File: config.mk
export PLATFORM = sky130hd
export DESIGN_NAME = arm_alu
export DESIGN_NICKNAME = d
export VERILOG_FILES = /design/src/rtl/alu_pkg.sv /design/src/rtl/alu_adder.sv /design/src/rtl/arm_alu.sv
export SDC_FILE = /design/constraint.sdc
export NUM_CORES = 1
export LEC_CHECK = 0
export CAP_MARGIN = 30
export CORE_MARGIN = 2
export CORE_UTILIZATION = 25
export DETAILED_ROUTE_END_ITERATION = 6
export GPL_TIMING_DRIVEN = 0
export PLACE_DENSITY_LB_ADDON = 0.15
export SKIP_CTS_REPAIR_TIMING = 1
export SLEW_MARGIN = 15
export SYNTH_ARGS = -nofsm -noshare
export SYNTH_HDL_FRONTEND = slang
export SYNTH_SLANG_ARGS = --single-unit
File: constraint.sdc
create_clock -name clk -period 8.72 [get_ports clk]
set_clock_uncertainty 0.15 [all_clocks]
set_input_delay 1.744 -clock clk [delete_from_list [all_inputs] [get_ports clk]]
set_output_delay 1.744 -clock clk [all_outputs]
set_load 0.005 [all_outputs]
File: src/rtl/alu_pkg.sv
// Shared types for the ARM-style ALU: opcode encoding, datapath width, flag bundle.
package alu_pkg;

  localparam int unsigned ALU_WIDTH = 32;

  typedef enum logic [3:0] {
    OP_AND = 4'h0,
    OP_EOR = 4'h1,
    OP_SUB = 4'h2,
    OP_RSB = 4'h3,
    OP_ADD = 4'h4,
    OP_ADC = 4'h5,
    OP_SBC = 4'h6,
    OP_RSC = 4'h7,
    OP_TST = 4'h8,
    OP_TEQ = 4'h9,
    OP_CMP = 4'hA,
    OP_CMN = 4'hB,
    OP_ORR = 4'hC,
    OP_MOV = 4'hD,
    OP_BIC = 4'hE,
    OP_MVN = 4'hF
  } alu_op_e;

  typedef struct packed {
    logic n;
    logic z;
    logic c;
    logic v;
  } alu_flags_t;

endpackage

File: src/rtl/alu_adder.sv
// WIDTH+1-bit adder: sum, carry-out of the top bit and signed overflow of x+y+carry_in.
module alu_adder #(
  parameter int unsigned WIDTH = 32
) (
  input  logic [WIDTH-1:0] x,
  input  logic [WIDTH-1:0] y,
  input  logic             carry_in,
  output logic [WIDTH-1:0] sum,
  output logic             carry_out,
  output logic             overflow
);

  logic [WIDTH:0] w_full;

  assign w_full    = {1'b0, x} + {1'b0, y} + {{WIDTH{1'b0}}, carry_in};
  assign sum       = w_full[WIDTH-1:0];
  assign carry_out = w_full[WIDTH];
  // Overflow: like-signed inputs producing a result of the other sign.
  assign overflow  = (x[WIDTH-1] == y[WIDTH-1]) && (w_full[WIDTH-1] != x[WIDTH-1]);

endmodule

File: src/rtl/arm_alu.sv
// ARM-style 16-op data-processing ALU with registered result and NZCV flags (1-cycle latency).
// Optional ALU_STICKY_V_EN adds v_sticky, a reset-cleared latch of any registered overflow.
module arm_alu
  import alu_pkg::*;
#(
  parameter int unsigned WIDTH = ALU_WIDTH
) (
  input  logic             clk,
  input  logic             reset,
  input  logic [WIDTH-1:0] a,
  input  logic [WIDTH-1:0] b,
  input  logic [3:0]       op,
  input  logic             cin,
  output logic [WIDTH-1:0] s,
  output logic             n,
  output logic             z,
  output logic             c,
  output logic             v
`ifdef ALU_STICKY_V_EN
  ,
  output logic             v_sticky
`endif
);

  alu_op_e          w_op;
  logic [WIDTH-1:0] w_x;
  logic [WIDTH-1:0] w_y;
  logic             w_ci;
  logic [WIDTH-1:0] w_sum;
  logic             w_co;
  logic             w_ov;
  logic             w_arith;
  logic [WIDTH-1:0] w_res;
  alu_flags_t       w_flags;

  logic [WIDTH-1:0] r_s;
  alu_flags_t       r_flags;

  assign w_op = alu_op_e'(op);

  alu_adder #(.WIDTH(WIDTH)) u_adder (
    .x         (w_x),
    .y         (w_y),
    .carry_in  (w_ci),
    .sum       (w_sum),
    .carry_out (w_co),
    .overflow  (w_ov)
  );

  // Subtracts swap/invert operands so the single adder covers every arithmetic op.
  always_comb begin
    w_x     = a;
    w_y     = b;
    w_ci    = 1'b0;
    w_arith = 1'b0;
    w_res   = '0;
    case (w_op)
      OP_AND, OP_TST: w_res = a & b;
      OP_EOR, OP_TEQ: w_res = a ^ b;
      OP_ORR:         w_res = a | b;
      OP_MOV:         w_res = b;
      OP_BIC:         w_res = a & ~b;
      OP_MVN:         w_res = ~b;
      OP_SUB, OP_CMP: begin
        w_y = ~b; w_ci = 1'b1; w_arith = 1'b1; w_res = w_sum;
      end
      OP_RSB: begin
        w_x = b; w_y = ~a; w_ci = 1'b1; w_arith = 1'b1; w_res = w_sum;
      end
      OP_ADD, OP_CMN: begin
        w_arith = 1'b1; w_res = w_sum;
      end
      OP_ADC: begin
        w_ci = cin; w_arith = 1'b1; w_res = w_sum;
      end
      OP_SBC: begin
        w_y = ~b; w_ci = cin; w_arith = 1'b1; w_res = w_sum;
      end
      OP_RSC: begin
        w_x = b; w_y = ~a; w_ci = cin; w_arith = 1'b1; w_res = w_sum;
      end
      default: w_res = '0;
    endcase
  end

  always_comb begin
    w_flags.n = w_res[WIDTH-1];
    w_flags.z = (w_res == '0);
    w_flags.c = w_arith ? w_co : cin;
    w_flags.v = w_arith ? w_ov : 1'b0;
  end

  always_ff @(posedge clk) begin
    if (reset) begin
      r_s     <= '0;
      r_flags <= '0;
    end else begin
      r_s     <= w_res;
      r_flags <= w_flags;
    end
  end

  assign s = r_s;
  assign n = r_flags.n;
  assign z = r_flags.z;
  assign c = r_flags.c;
  assign v = r_flags.v;

`ifdef ALU_STICKY_V_EN
  logic r_v_sticky;

  always_ff @(posedge clk) begin
    if (reset) r_v_sticky <= 1'b0;
    else       r_v_sticky <= r_v_sticky | w_flags.v;
  end

  assign v_sticky = r_v_sticky;
`endif

endmodule

==> metrics.csv <==
stage,metric,value,unit
placement,placed cells,1410,
synthesis,number of enable flip-flop cells after synthesis,0,
critical_path,Setup crit start kind,input pin,
power,Max VDD drop,0.06038,mV
clocking,CTS sink cnt,35,
worst_hold_path,Hold Path Depth,2,
clocking,clk buf depth,2,
clocking,Root Driver,clkbuf_16,
global_routing,global-route wire length before repair,44.48,mm
clocking,CTS tree,built,
synthesis,ys async rst share,0,%
worst_hold_path,HP Class,input pin to flop,
detailed_routing,Routed Antenna Nets,0,
sta,shortest period the worst path allows,8.396,ns
final_layout,share of cells above drive strength 1,6.667,%
clocking,Num CTS Buffers,5,
power,P_int,544.1,µW
power,power share of the sequential group,19.0,%
flow_run,max-cap violations,0,
synthesis,Unique masters post-synth,84,
detailed_routing,drt first-iter violations,606,
synthesis,yosys warns,0,
sta,RSZ-0062 raised after global routing,no,
sta,Max-slew headroom,36.56,%
detailed_routing,per-cell routed wire length,20.54,µm
floorplanning,starting density of the core,25.27,%
floorplanning,Die Width,165.6,µm
critical_path,Critical Setup Path Class,input pin to flop,
floorplanning,# rows,59,
critical_path,Setup crit end kind,flop,
critical_path,CP required,8.81,ns
floorplanning,core area,25840,µm²
global_routing,initial antenna violation count,0,
floorplanning,die height,165.6,µm
global_routing,pin count of the biggest net entering global routing,11,
detailed_routing,DRT Pass-1 Iters,5,
sta,Hold Fails Final Rpt,0,
detailed_routing,drt total wl,29.07,mm
floorplanning,I/O Pins,107,
power,power share of the combinational group,62.8,%
critical_path,Worst EP arrival,8.49,ns
worst_hold_path,"Endpoint, Worst Hold",s[11],
sta,Slew Limit Fails,0,
synthesis,Gate Count Post-Synth,970,
sta,final setup fails,0,
synthesis,ys flop type,dfxtp_1,
synthesis,register area share after synthesis,10.73,%
final_layout,Final #Nets,1215,
placement,Placer Congestion,0.9163,
final_layout,most frequent cells in the layout,"o21ai_0 (116), nand2_1 (115), clkdlybuf4s50_1 (104), inv_1 (74), a21oi_1 (70)",
global_routing,gr ovfl total,0,
power,Switching Share,44.91,%
synthesis,post-synthesis register bit count,35,
floorplanning,die footprint,27420,µm²
synthesis,Mean Syn Cell Area,6.731,µm²
final_layout,final core occ,31.47,%
clocking,register clock-pin slew on the reported worst setup and hold paths,0.06,ns
synthesis,Mapped Nets,1106,
power,Pwr Density,121.5,nW/µm²
detailed_routing,Via Count,7652,
final_layout,"commonest non-fill, non-tap cell in the layout",o21ai_0,
detailed_routing,DRC,0,
sta,f_max,119.1,MHz
global_routing,GRT Overall Usage,20.88,%
global_routing,number of global-route vias before repair,7293,
sta,worst slew pin tran,0.9516,ns
final_layout,diodes inserted,0,
sta,period utilization,96.29,%
placement,HPWL Detailed,22.37,mm
critical_path,"Max FO, Critical Path",28,
placement,IO buf count,104,
worst_hold_path,HP Start,reset,
run_status,status,"finished, final reports clean",
clocking,depth of the CTS H-tree,2,
synthesis,Synth Cell Area,6529,µm²
final_layout,fill count,2848,
detailed_routing,DR vias/cell,5.408,
power,Sw Pwr,443.5,µW
final_layout,area grow syn2layout,24.55,%
final_layout,final non-filler cell total,1415,
power,leakage power,3.456,nW
power,Clock power frac,18.2,%
stage by stage:
step | hold slack, ns | total power [mW] | cell area [µm²] | setup slack (ns) | TNS (ns)
6_report | 1.852 | 0.9876 | 8132 | 0.3236 | 0
5_1_grt | 1.855 | 1.065 | 8132 | 0.03963 | 0
4_1_cts | 1.839 | 0.9916 | 8139 | -0.5804 | -0.6850
3_5_place_dp | 2.138 | 0.8029 | 8001 | -0.8943 | -1.454
3_3_place_gp | 2.157 | 0.8035 | 7989 | -0.8962 | -1.491
2_1_floorplan | 1.776 | 0.5802 | 6529 | 1.954 | 0
area by class of cell:
cell class | count | area (µm²) | share of cell area, %
Timing Repair Buffer | 105 | 1049 | 12.89
Sequential cell | 35 | 700.7 | 8.617
Inverter | 74 | 277.8 | 3.416
Tap cell | 335 | 419.2 | 5.155
Clock inverter | 1 | 5.005 | 0.06155
Buffer | 67 | 321.6 | 3.954
Multi-Input combinational cell | 791 | 5226 | 64.27
Clock buffer | 7 | 132.6 | 1.631
routing by layer:
metal,routed length [µm],track usage (%),vias to the layer above
li1,-,-,3748
met1,13580,29.33,3592
met2,13090,33.48,278
met3,1682,2.461,34
met4,714,6.200,0
met5,0,0,-
synthesized netlist by cell type (7+ instances only):
| library cell | number | area, µm² |
|---|---|---|
| o21ai_0 | 116 | 580.6 |
| nand2_1 | 115 | 431.7 |
| inv_1 | 74 | 277.8 |
| a21oi_1 | 70 | 350.3 |
| nor2_1 | 65 | 244.0 |
| ha_1 | 63 | 788.3 |
| dfxtp_1 | 35 | 700.7 |
| xor2_1 | 34 | 297.8 |
| clkbuf_1 | 33 | 123.9 |
| nor3_1 | 29 | 145.1 |
| buf_2 | 23 | 115.1 |
| nand3_1 | 20 | 100.1 |
| mux2i_1 | 19 | 190.2 |
| a21o_1 | 15 | 112.6 |
| and2_1 | 13 | 81.33 |
| nor2b_1 | 13 | 81.33 |
| o22ai_1 | 13 | 81.33 |
| nand4_1 | 12 | 75.07 |
| a211oi_1 | 11 | 82.58 |
| o32ai_1 | 11 | 96.34 |
| nor4_1 | 10 | 62.56 |
| o31ai_1 | 10 | 75.07 |
| a211o_1 | 9 | 78.83 |
| and3_1 | 9 | 56.30 |
| a21oi_2 | 8 | 70.07 |
| buf_1 | 8 | 30.03 |
| nand2b_1 | 7 | 43.79 |
| o32a_1 | 7 | 70.07 |
how the worst max path moves through the flow:
stage / from / to / depth (start not counted)
final: op[0] / z / 22
after global routing: op[0] / z / 22
after CTS: op[0] / z / 24
after detailed placement: op[0] / z / 24
after global placement: op[0] / z / 24
after floorplan: op[0] / z / 23
cells by family (layout without fill, tap and decap cells):
kind of cell	Yosys count	in the layout	synth area share, %
compound gates	347	347	35.38
xor+xnor	37	37	4.964
simple gates	323	323	24.03
fa+ha+maj	65	65	12.69
buf+inv	144	254	9.295
flops	35	35	10.73
mux	19	19	2.913
power groups by stage:
stage	Combinational (mW)	Clock (mW)	Sequential, mW
2_1_floorplan	0.387	0	0.194
3_3_place_gp	0.612	0	0.191
4_1_cts	0.615	0.189	0.188
6_report	0.620	0.180	0.187
3_5_place_dp	0.612	0	0.191
5_1_grt	0.681	0.195	0.189
sequential cells by signal, indices dropped and copies added (netlist names):
register	count
v	1
c	1
s	32
z	1
critical path, stage by stage:
cell             delay (ns)
clkdlybuf4s50_1        0.50
buf_2                  0.24
buf_2                  0.23
clkbuf_4               0.36
nor3_1                 0.59
a21o_1                 0.24
clkbuf_2               0.40
nor2_1                 0.08
a211oi_1               0.24
fa_1                   0.27
inv_1                  0.07
fa_1                   0.48
a211oi_2               0.39
o211ai_2               0.20
a21oi_4                0.33
a21oi_1                0.16
nand2b_1               0.19
a211oi_1               0.52
nand4_1                0.34
nor4_1                 0.48
and3_1                 0.24
and3_1                 0.15
Note: power is estimated with default switching activity, not from simulation.
